$ cat src/rtl/mult_arbiter_if.sv
// Bundle of the request, response and multiplier-core signals of mult_arbiter.
// The slave modport is the arbiter side. The master modport is the
// environment side: the clients, the response consumer and the multiplier core.
interface mult_arbiter_if #(
    parameter int N    = 32,
    parameter int NREQ = 4,
    parameter int IDW  = 2
);
    logic [NREQ-1:0]   req_valid;
    logic [NREQ*N-1:0] req_mp;
    logic [NREQ*N-1:0] req_mc;
    logic [NREQ-1:0]   req_ready;
    logic              rsp_valid;
    logic [IDW-1:0]    rsp_id;
    logic [2*N-1:0]    rsp_p;
    logic              rsp_err;
    logic              rsp_ready;
    logic [N-1:0]      mul_mp;
    logic [N-1:0]      mul_mc;
    logic              mul_start;
    logic              mul_done;
    logic [2*N-1:0]    mul_p;

    modport slave (
        input  req_valid, req_mp, req_mc, rsp_ready, mul_done, mul_p,
        output req_ready, rsp_valid, rsp_id, rsp_p, rsp_err, mul_mp, mul_mc, mul_start
    );

    modport master (
        output req_valid, req_mp, req_mc, rsp_ready, mul_done, mul_p,
        input  req_ready, rsp_valid, rsp_id, rsp_p, rsp_err, mul_mp, mul_mc, mul_start
    );
endinterface

$ cat src/rtl/mult_arbiter.sv
// Round-robin arbiter and sequencer in front of one shared serial multiplier.
// It grants one requester at a time, starts the core, waits for done, and
// returns the tagged product.
// Optional macro ARB_TIMEOUT_EN: bounds the wait for mul_done to TIMEOUT
// cycles. On expiry the arbiter returns rsp_err=1 and rsp_p=0.
module mult_arbiter #(
    parameter int N       = 32,
    parameter int NREQ    = 4,
    parameter int IDW     = 2,
    parameter int TIMEOUT = 255
) (
    input  logic          clk,
    input  logic          resetn,
    mult_arbiter_if.slave bus
);

    typedef enum logic [2:0] {IDLE, START, CLR, BUSY, RESP} state_t;

    state_t           state_q, state_d;
    logic [IDW-1:0]   ptr_q, ptr_d;
    logic [IDW-1:0]   id_q, id_d;
    logic [NREQ-1:0]  ready_d;
    logic             start_d;
    logic [N-1:0]     mp_d, mc_d;
    logic             rsp_valid_d, rsp_err_d;
    logic [IDW-1:0]   rsp_id_d;
    logic [2*N-1:0]   rsp_p_d;
    logic             gnt_found;
    logic [IDW-1:0]   gnt_idx;

`ifdef ARB_TIMEOUT_EN
    localparam int CW = $clog2(TIMEOUT + 1);
    logic [CW-1:0]    cnt_q, cnt_d;
`endif

    // Fold an index in [0, 2*NREQ) back into [0, NREQ).
    function automatic int wrap(input int v);
        return (v >= NREQ) ? v - NREQ : v;
    endfunction

    // Find the first valid requester, searching upward from the round-robin pointer.
    always_comb begin
        gnt_found = 1'b0;
        gnt_idx   = '0;
        for (int k = 0; k < NREQ; k++) begin
            if (!gnt_found && bus.req_valid[wrap(int'(ptr_q) + k)]) begin
                gnt_found = 1'b1;
                gnt_idx   = IDW'(wrap(int'(ptr_q) + k));
            end
        end
    end

    // Next-state and next-output logic. Every output is registered below.
    always_comb begin
        // NOTE: every variable gets a default before the case so no path leaves it unassigned (no latch).
        state_d     = state_q;
        ptr_d       = ptr_q;
        id_d        = id_q;
        ready_d     = '0;
        start_d     = 1'b0;
        mp_d        = bus.mul_mp;
        mc_d        = bus.mul_mc;
        rsp_valid_d = bus.rsp_valid;
        rsp_err_d   = bus.rsp_err;
        rsp_id_d    = bus.rsp_id;
        rsp_p_d     = bus.rsp_p;
`ifdef ARB_TIMEOUT_EN
        cnt_d       = cnt_q;
`endif
        case (state_q)
            IDLE: begin
                if (gnt_found) begin
                    ready_d[gnt_idx] = 1'b1;
                    mp_d             = bus.req_mp[gnt_idx*N +: N];
                    mc_d             = bus.req_mc[gnt_idx*N +: N];
                    id_d             = gnt_idx;
                    ptr_d            = IDW'(wrap(int'(gnt_idx) + 1));
                    state_d          = START;
                end
            end
            START: begin
                start_d = 1'b1;
`ifdef ARB_TIMEOUT_EN
                cnt_d   = '0;
`endif
                state_d = CLR;
            end
            CLR: begin
                // A done still high from the previous job is stale; wait for the core to clear it.
                if (!bus.mul_done) state_d = BUSY;
            end
            BUSY: begin
                if (bus.mul_done) begin
                    rsp_valid_d = 1'b1;
                    rsp_err_d   = 1'b0;
                    rsp_p_d     = bus.mul_p;
                    rsp_id_d    = id_q;
                    state_d     = RESP;
                end
            end
            RESP: begin
                if (bus.rsp_ready) begin
                    rsp_valid_d = 1'b0;
                    state_d     = IDLE;
                end
            end
            default: state_d = IDLE;
        endcase
`ifdef ARB_TIMEOUT_EN
        // A normal completion in the same cycle takes priority over the timeout.
        if ((state_q == CLR || state_q == BUSY) && state_d != RESP) begin
            if (cnt_q == CW'(TIMEOUT)) begin
                rsp_valid_d = 1'b1;
                rsp_err_d   = 1'b1;
                rsp_p_d     = '0;
                rsp_id_d    = id_q;
                state_d     = RESP;
            end else begin
                cnt_d = cnt_q + 1'b1;
            end
        end
`endif
    end

    // State, pointer and output registers.
    always_ff @(posedge clk or negedge resetn) begin
        // NOTE: the reset branch covers every register; the design holds no memory arrays.
        if (!resetn) begin
            state_q       <= IDLE;
            ptr_q         <= '0;
            id_q          <= '0;
            bus.req_ready <= '0;
            bus.mul_start <= 1'b0;
            bus.mul_mp    <= '0;
            bus.mul_mc    <= '0;
            bus.rsp_valid <= 1'b0;
            bus.rsp_err   <= 1'b0;
            bus.rsp_id    <= '0;
            bus.rsp_p     <= '0;
`ifdef ARB_TIMEOUT_EN
            cnt_q         <= '0;
`endif
        end else begin
            // NOTE: non-blocking assignments, so every register samples pre-edge values.
            state_q       <= state_d;
            ptr_q         <= ptr_d;
            id_q          <= id_d;
            bus.req_ready <= ready_d;
            bus.mul_start <= start_d;
            bus.mul_mp    <= mp_d;
            bus.mul_mc    <= mc_d;
            bus.rsp_valid <= rsp_valid_d;
            bus.rsp_err   <= rsp_err_d;
            bus.rsp_id    <= rsp_id_d;
            bus.rsp_p     <= rsp_p_d;
`ifdef ARB_TIMEOUT_EN
            cnt_q         <= cnt_d;
`endif
        end
    end

endmodule

$ cat src/flat_wrapper.sv
// flat-port wrapper written by rule: the top's interface ports become plain ports
module mult_arbiter_flat 
#(
    parameter int N       = 32,
    parameter int NREQ    = 4,
    parameter int IDW     = 2,
    parameter int TIMEOUT = 255
)
  (clk, resetn, bus_req_valid, bus_req_mp, bus_req_mc, bus_rsp_ready, bus_mul_done, bus_mul_p, bus_req_ready, bus_rsp_valid, bus_rsp_id, bus_rsp_p, bus_rsp_err, bus_mul_mp, bus_mul_mc, bus_mul_start);
  mult_arbiter_if #(.N(N), .NREQ(NREQ), .IDW(IDW)) bus_i ();
  input  logic clk;
  input  logic resetn;
  input wire logic [$bits(bus_i.req_valid)-1:0] bus_req_valid;
  input wire logic [$bits(bus_i.req_mp)-1:0] bus_req_mp;
  input wire logic [$bits(bus_i.req_mc)-1:0] bus_req_mc;
  input wire logic [$bits(bus_i.rsp_ready)-1:0] bus_rsp_ready;
  input wire logic [$bits(bus_i.mul_done)-1:0] bus_mul_done;
  input wire logic [$bits(bus_i.mul_p)-1:0] bus_mul_p;
  output wire logic [$bits(bus_i.req_ready)-1:0] bus_req_ready;
  output wire logic [$bits(bus_i.rsp_valid)-1:0] bus_rsp_valid;
  output wire logic [$bits(bus_i.rsp_id)-1:0] bus_rsp_id;
  output wire logic [$bits(bus_i.rsp_p)-1:0] bus_rsp_p;
  output wire logic [$bits(bus_i.rsp_err)-1:0] bus_rsp_err;
  output wire logic [$bits(bus_i.mul_mp)-1:0] bus_mul_mp;
  output wire logic [$bits(bus_i.mul_mc)-1:0] bus_mul_mc;
  output wire logic [$bits(bus_i.mul_start)-1:0] bus_mul_start;
  assign bus_i.req_valid = bus_req_valid;
  assign bus_i.req_mp = bus_req_mp;
  assign bus_i.req_mc = bus_req_mc;
  assign bus_i.rsp_ready = bus_rsp_ready;
  assign bus_i.mul_done = bus_mul_done;
  assign bus_i.mul_p = bus_mul_p;
  assign bus_req_ready = bus_i.req_ready;
  assign bus_rsp_valid = bus_i.rsp_valid;
  assign bus_rsp_id = bus_i.rsp_id;
  assign bus_rsp_p = bus_i.rsp_p;
  assign bus_rsp_err = bus_i.rsp_err;
  assign bus_mul_mp = bus_i.mul_mp;
  assign bus_mul_mc = bus_i.mul_mc;
  assign bus_mul_start = bus_i.mul_start;
  mult_arbiter #(.N(N), .NREQ(NREQ), .IDW(IDW), .TIMEOUT(TIMEOUT)) u_core (.clk(clk), .resetn(resetn), .bus(bus_i));
endmodule
$ cat config.mk
export PLATFORM = sky130hd
export DESIGN_NAME = mult_arbiter_flat
export DESIGN_NICKNAME = d
export VERILOG_FILES = /design/src/rtl/mult_arbiter_if.sv /design/src/rtl/mult_arbiter.sv /design/src/flat_wrapper.sv
export SDC_FILE = /design/constraint.sdc
export NUM_CORES = 1
export LEC_CHECK = 0
export ABC_AREA = 1
export CORE_AREA = 2 2 181 183
export CTS_BUF_LIST = sky130_fd_sc_hd__clkbuf_8
export CTS_CLUSTER_SIZE = 10
export DETAILED_ROUTE_END_ITERATION = 10
export DIE_AREA = 0 0 183 185
export MAX_ROUTING_LAYER = met4
export PLACE_DENSITY = 0.68
export SLEW_MARGIN = 20
export SYNTH_ARGS = -nofsm -noshare
export SYNTH_HDL_FRONTEND = slang
export SYNTH_SLANG_ARGS = --single-unit
$ cat constraint.sdc
create_clock -name clk -period 2.65 [get_ports clk]
set_clock_uncertainty 0.15 [all_clocks]
set_input_delay 0.53 -clock clk [delete_from_list [all_inputs] [get_ports clk]]
set_output_delay 0.53 -clock clk [all_outputs]
set_load 0.01 [all_outputs]
==> impl_metrics.json <==
{
  "grt_remaining_overflow": 0,
  "r2r_slack_ns": 0.20,
  "cp-start-kind": "register",
  "clk_pin_slew_ns": 0.09,
  "status": "finished clean",
  "drv_cap": 0,
  "clk_latency_ns": 0.46,
  "synth_top_area_share_pct": 42.68,
  "synth_nets": 1463,
  "areaGrowthSynthToFinish_pct": 69.41,
  "grt_pass1_vias": 8668,
  "worstMarginPinSlew_ns": 0.6129,
  "critical_path_required_ns": 2.85,
  "initial_core_util_pct": 26.17,
  "slew_headroom_pct": 59.04,
  "path_buf_inv": 4,
  "worstSetupPathType": "register to register",
  "yosys-top-cells-count": "nand2_1 (324), nand3_1 (229), inv_1 (200)",
  "hold_violations": 0,
  "firstDrtPassIters": 5,
  "synth_cell_types": 30,
  "synth_top_area_cell": "dfrtp_1",
  "final_util_pct": 44.33,
  "synth-edff-count": 0,
  "num_io_pins": 465,
  "critPathMaxFanout": 48,
  "multi_input_area_sq_um": 3775,
  "cts_made_buffers": 17,
  "port_buffers": 463,
  "yosysSeqAreaShare_pct": 42.68,
  "cts_tree": "built",
  "fmaxAchievable_ghz": 0.4076,
  "place_congestion": 0.9176,
  "wirelength_microns": 32980,
  "grt_max_degree": 65,
  "worst_r2r_path_depth": 16,
  "crit_path_end_kind": "register",
  "synth_area_sq_um": 8384,
  "clock-sinks": 143,
  "crit_family": "simple AND/OR/NAND/NOR gates",
  "synth_ff_type": "dfrtp_1",
  "ys_warn_count": 0,
  "finalCriticalPeriod_ns": 2.453,
  "die_h_microns": 185,
  "die-area_sq_um": 33860,
  "async_flop_share_pct": 100.0,
  "core_area_sq_um": 32040,
  "die_w_microns": 183,
  "initialDrtViolationCount": 398,
  "slew_violations": 0,
  "clk_root_buffer_cell": "clkbuf_8",
  "path_common_cell": "nand2_1",
  "hold_path_class": "register to register",
  "cp.depth": 16,
  "avgViaCountPerCell": 4.423,
  "path_cells": "buf_4 -> nand2_1 -> nand3_1 -> nand2_2 -> buf_4 -> nor2_1 -> nor2_1 -> nand2_4 -> nand2_8 -> buf_16 -> buf_4 -> nand2_1 -> nand3_1 -> nand2_1 -> nand2_1 -> nand2_1",
  "wl_per_cell_microns": 16.34,
  "rsz0062_at_grt": "no",
  "fillers": 3210,
  "ys_top_cells_by_area": "dfrtp_1 (43%), nand2_1 (15%), nand3_1 (14%)",
  "syn_inst": 1135,
  "power.total_w": 0.01753,
  "h-tree-depth": 4,
  "ir_worst_vdd_uv": 608.4,
  "syn_area_per_cell_sq_um": 7.387,
  "cp_slowest_stage_delay_ns": 0.48,
  "synth.most_common_cell": "nand2_1",
  "vias": 8925,
  "hpwl_microns": 24550,
  "p_per_area_nw_per_um2": 1235,
  "drive_gt1_share_pct": 11.19,
  "p_leak_nw": 6.899,
  "rows": 66,
  "hold_depth": 2,
  "drc": 0,
  "critPathArrivalTime_ns": 2.66,
  "antenna_found_initial": 1,
  "setup_viol": 0,
  "grt_pass1_wl_microns": 48420,
  "seq_area_sq_um": 3580,
  "cts_buffer_depth": 2,
  "cpMaxStageDelayCell": "dfrtp_2",
  "grt.total_usage_pct": 19.01,
  "period_share_pct": 92.57,
  "antenna_left": 0,
  "ys_ff_latch": 143,
  "nets": 1925
}
[report_power, final]
part	switching [W]	internal [W]	leakage (nW)	total (W)
clock	0.000953	0.000860	0.198	0.00181
combinational	0.00623	0.00551	4.96	0.0117
sequential	0.000662	0.00331	1.74	0.00398
[cell type report]
| type | instances | area share (%) |
|---|---|---|
| clock buffers | 18 | 1.744 |
| inverters | 206 | 5.462 |
| flip-flops and latches | 143 | 25.20 |
| well taps | 408 | 3.594 |
| repair buffers | 507 | 36.42 |
| clock inverters | 13 | 0.9866 |
| diodes | 1 | 0.01762 |
| multi-input cells | 722 | 26.58 |
[worst paths after layout]
kind,startpoint,endpoint
worst max-delay path,u_core.ptr_q[0]$_DFFE_PN0P_,u_core.bus.mul_mc[9]$_DFFE_PN0P_
worst min-delay path,u_core.bus.rsp_valid$_DFFE_PN0P_,u_core.bus.rsp_valid$_DFFE_PN0P_
worst max register to register,u_core.ptr_q[0]$_DFFE_PN0P_,u_core.bus.mul_mc[9]$_DFFE_PN0P_
worst min register to register,u_core.bus.rsp_valid$_DFFE_PN0P_,u_core.bus.rsp_valid$_DFFE_PN0P_
max in group asynchronous,resetn,u_core.bus.mul_mp[20]$_DFFE_PN0P_
min in group asynchronous,resetn,u_core.bus.rsp_p[18]$_DFFE_PN0P_
[sequential cells by signal, summed over array words and instances (netlist names)]
| signal | flops |
|---|---|
| u_core.bus.mul_mp | 32 |
| u_core.id_q | 2 |
| u_core.bus.req_ready | 4 |
| u_core.bus.rsp_p | 64 |
| u_core.bus.mul_start | 1 |
| u_core.state_q | 3 |
| u_core.ptr_q | 2 |
| u_core.bus.mul_mc | 32 |
| u_core.bus.rsp_valid | 1 |
| u_core.bus.rsp_id | 2 |
[per-layer routing]
| metal | vias up | wire length, microns | track usage [%] |
|---|---|---|---|
| met4 | 0 | 657 | 6.272 |
| met2 | 377 | 16490 | 32.21 |
| met1 | 4109 | 13520 | 22.44 |
| met5 | - | 0 | - |
| met3 | 35 | 2315 | 4.208 |
| li1 | 4404 | - | - |
[per-stage QoR]
stage | TNS, ns | cell area [sq um] | hold slack, ns | cells | worst slack [ns]
6_report | 0 | 14200 | 0.3249 | 2018 | 0.1968
5_1_grt | 0 | 14200 | 0.3501 | 2018 | 0.003113
4_1_cts | 0 | 14080 | 0.3325 | 2012 | 0.009074
3_5_place_dp | -16.97 | 13680 | 0.3105 | 1980 | -0.3823
3_3_place_gp | -13.02 | 13680 | 0.3062 | 1980 | -0.2968
2_1_floorplan | 0 | 8384 | 0.08441 | 1135 | 0.5925
[worst register-to-register path: stages, from the launching register on]
cell,delay (ns)
dfrtp_2,0.48
buf_4,0.18
nand2_1,0.08
nand3_1,0.10
nand2_2,0.13
buf_4,0.13
nor2_1,0.04
nor2_1,0.16
nand2_4,0.11
nand2_8,0.13
buf_16,0.22
buf_4,0.20
nand2_1,0.05
nand3_1,0.06
nand2_1,0.05
nand2_1,0.05
nand2_1,0.05
[layout by cell type (no fill, tap or decap), types with 3 or more instances in the layout]
cell             instances
nand2_1                322
mux2_2                  65
clkinv_2                 3
buf_4                   27
nand2_2                  3
inv_2                    5
or2_1                   12
o21ai_0                  4
buf_12                  13
clkdlybuf4s50_1        462
or2_2                   22
nor2_4                   4
nor2_1                  10
clkbuf_8                18
inv_1                  201
nand3_1                229
or2_0                   36
clkinv_4                 3
dfrtp_1                142
[timing repair]
action	CTS	global route
endpoints found under the hold margin	36	0
gates resized for setup	0	9
endpoints found under the setup margin	0	44
setup buffers	0	3
hold buffers	1	0
[cells by family after synthesis]
family                 after synthesis  synth area share [%]
AOI/OAI and AO/OA                   10                0.7162
other                                1               0.04473
buffers and inverters              271                 12.95
and+or+nand+nor                    645                 34.88
muxes                               65                 8.730
DFF                                143                 42.68
No activity file was read; power rests on OpenSTA's default activity.
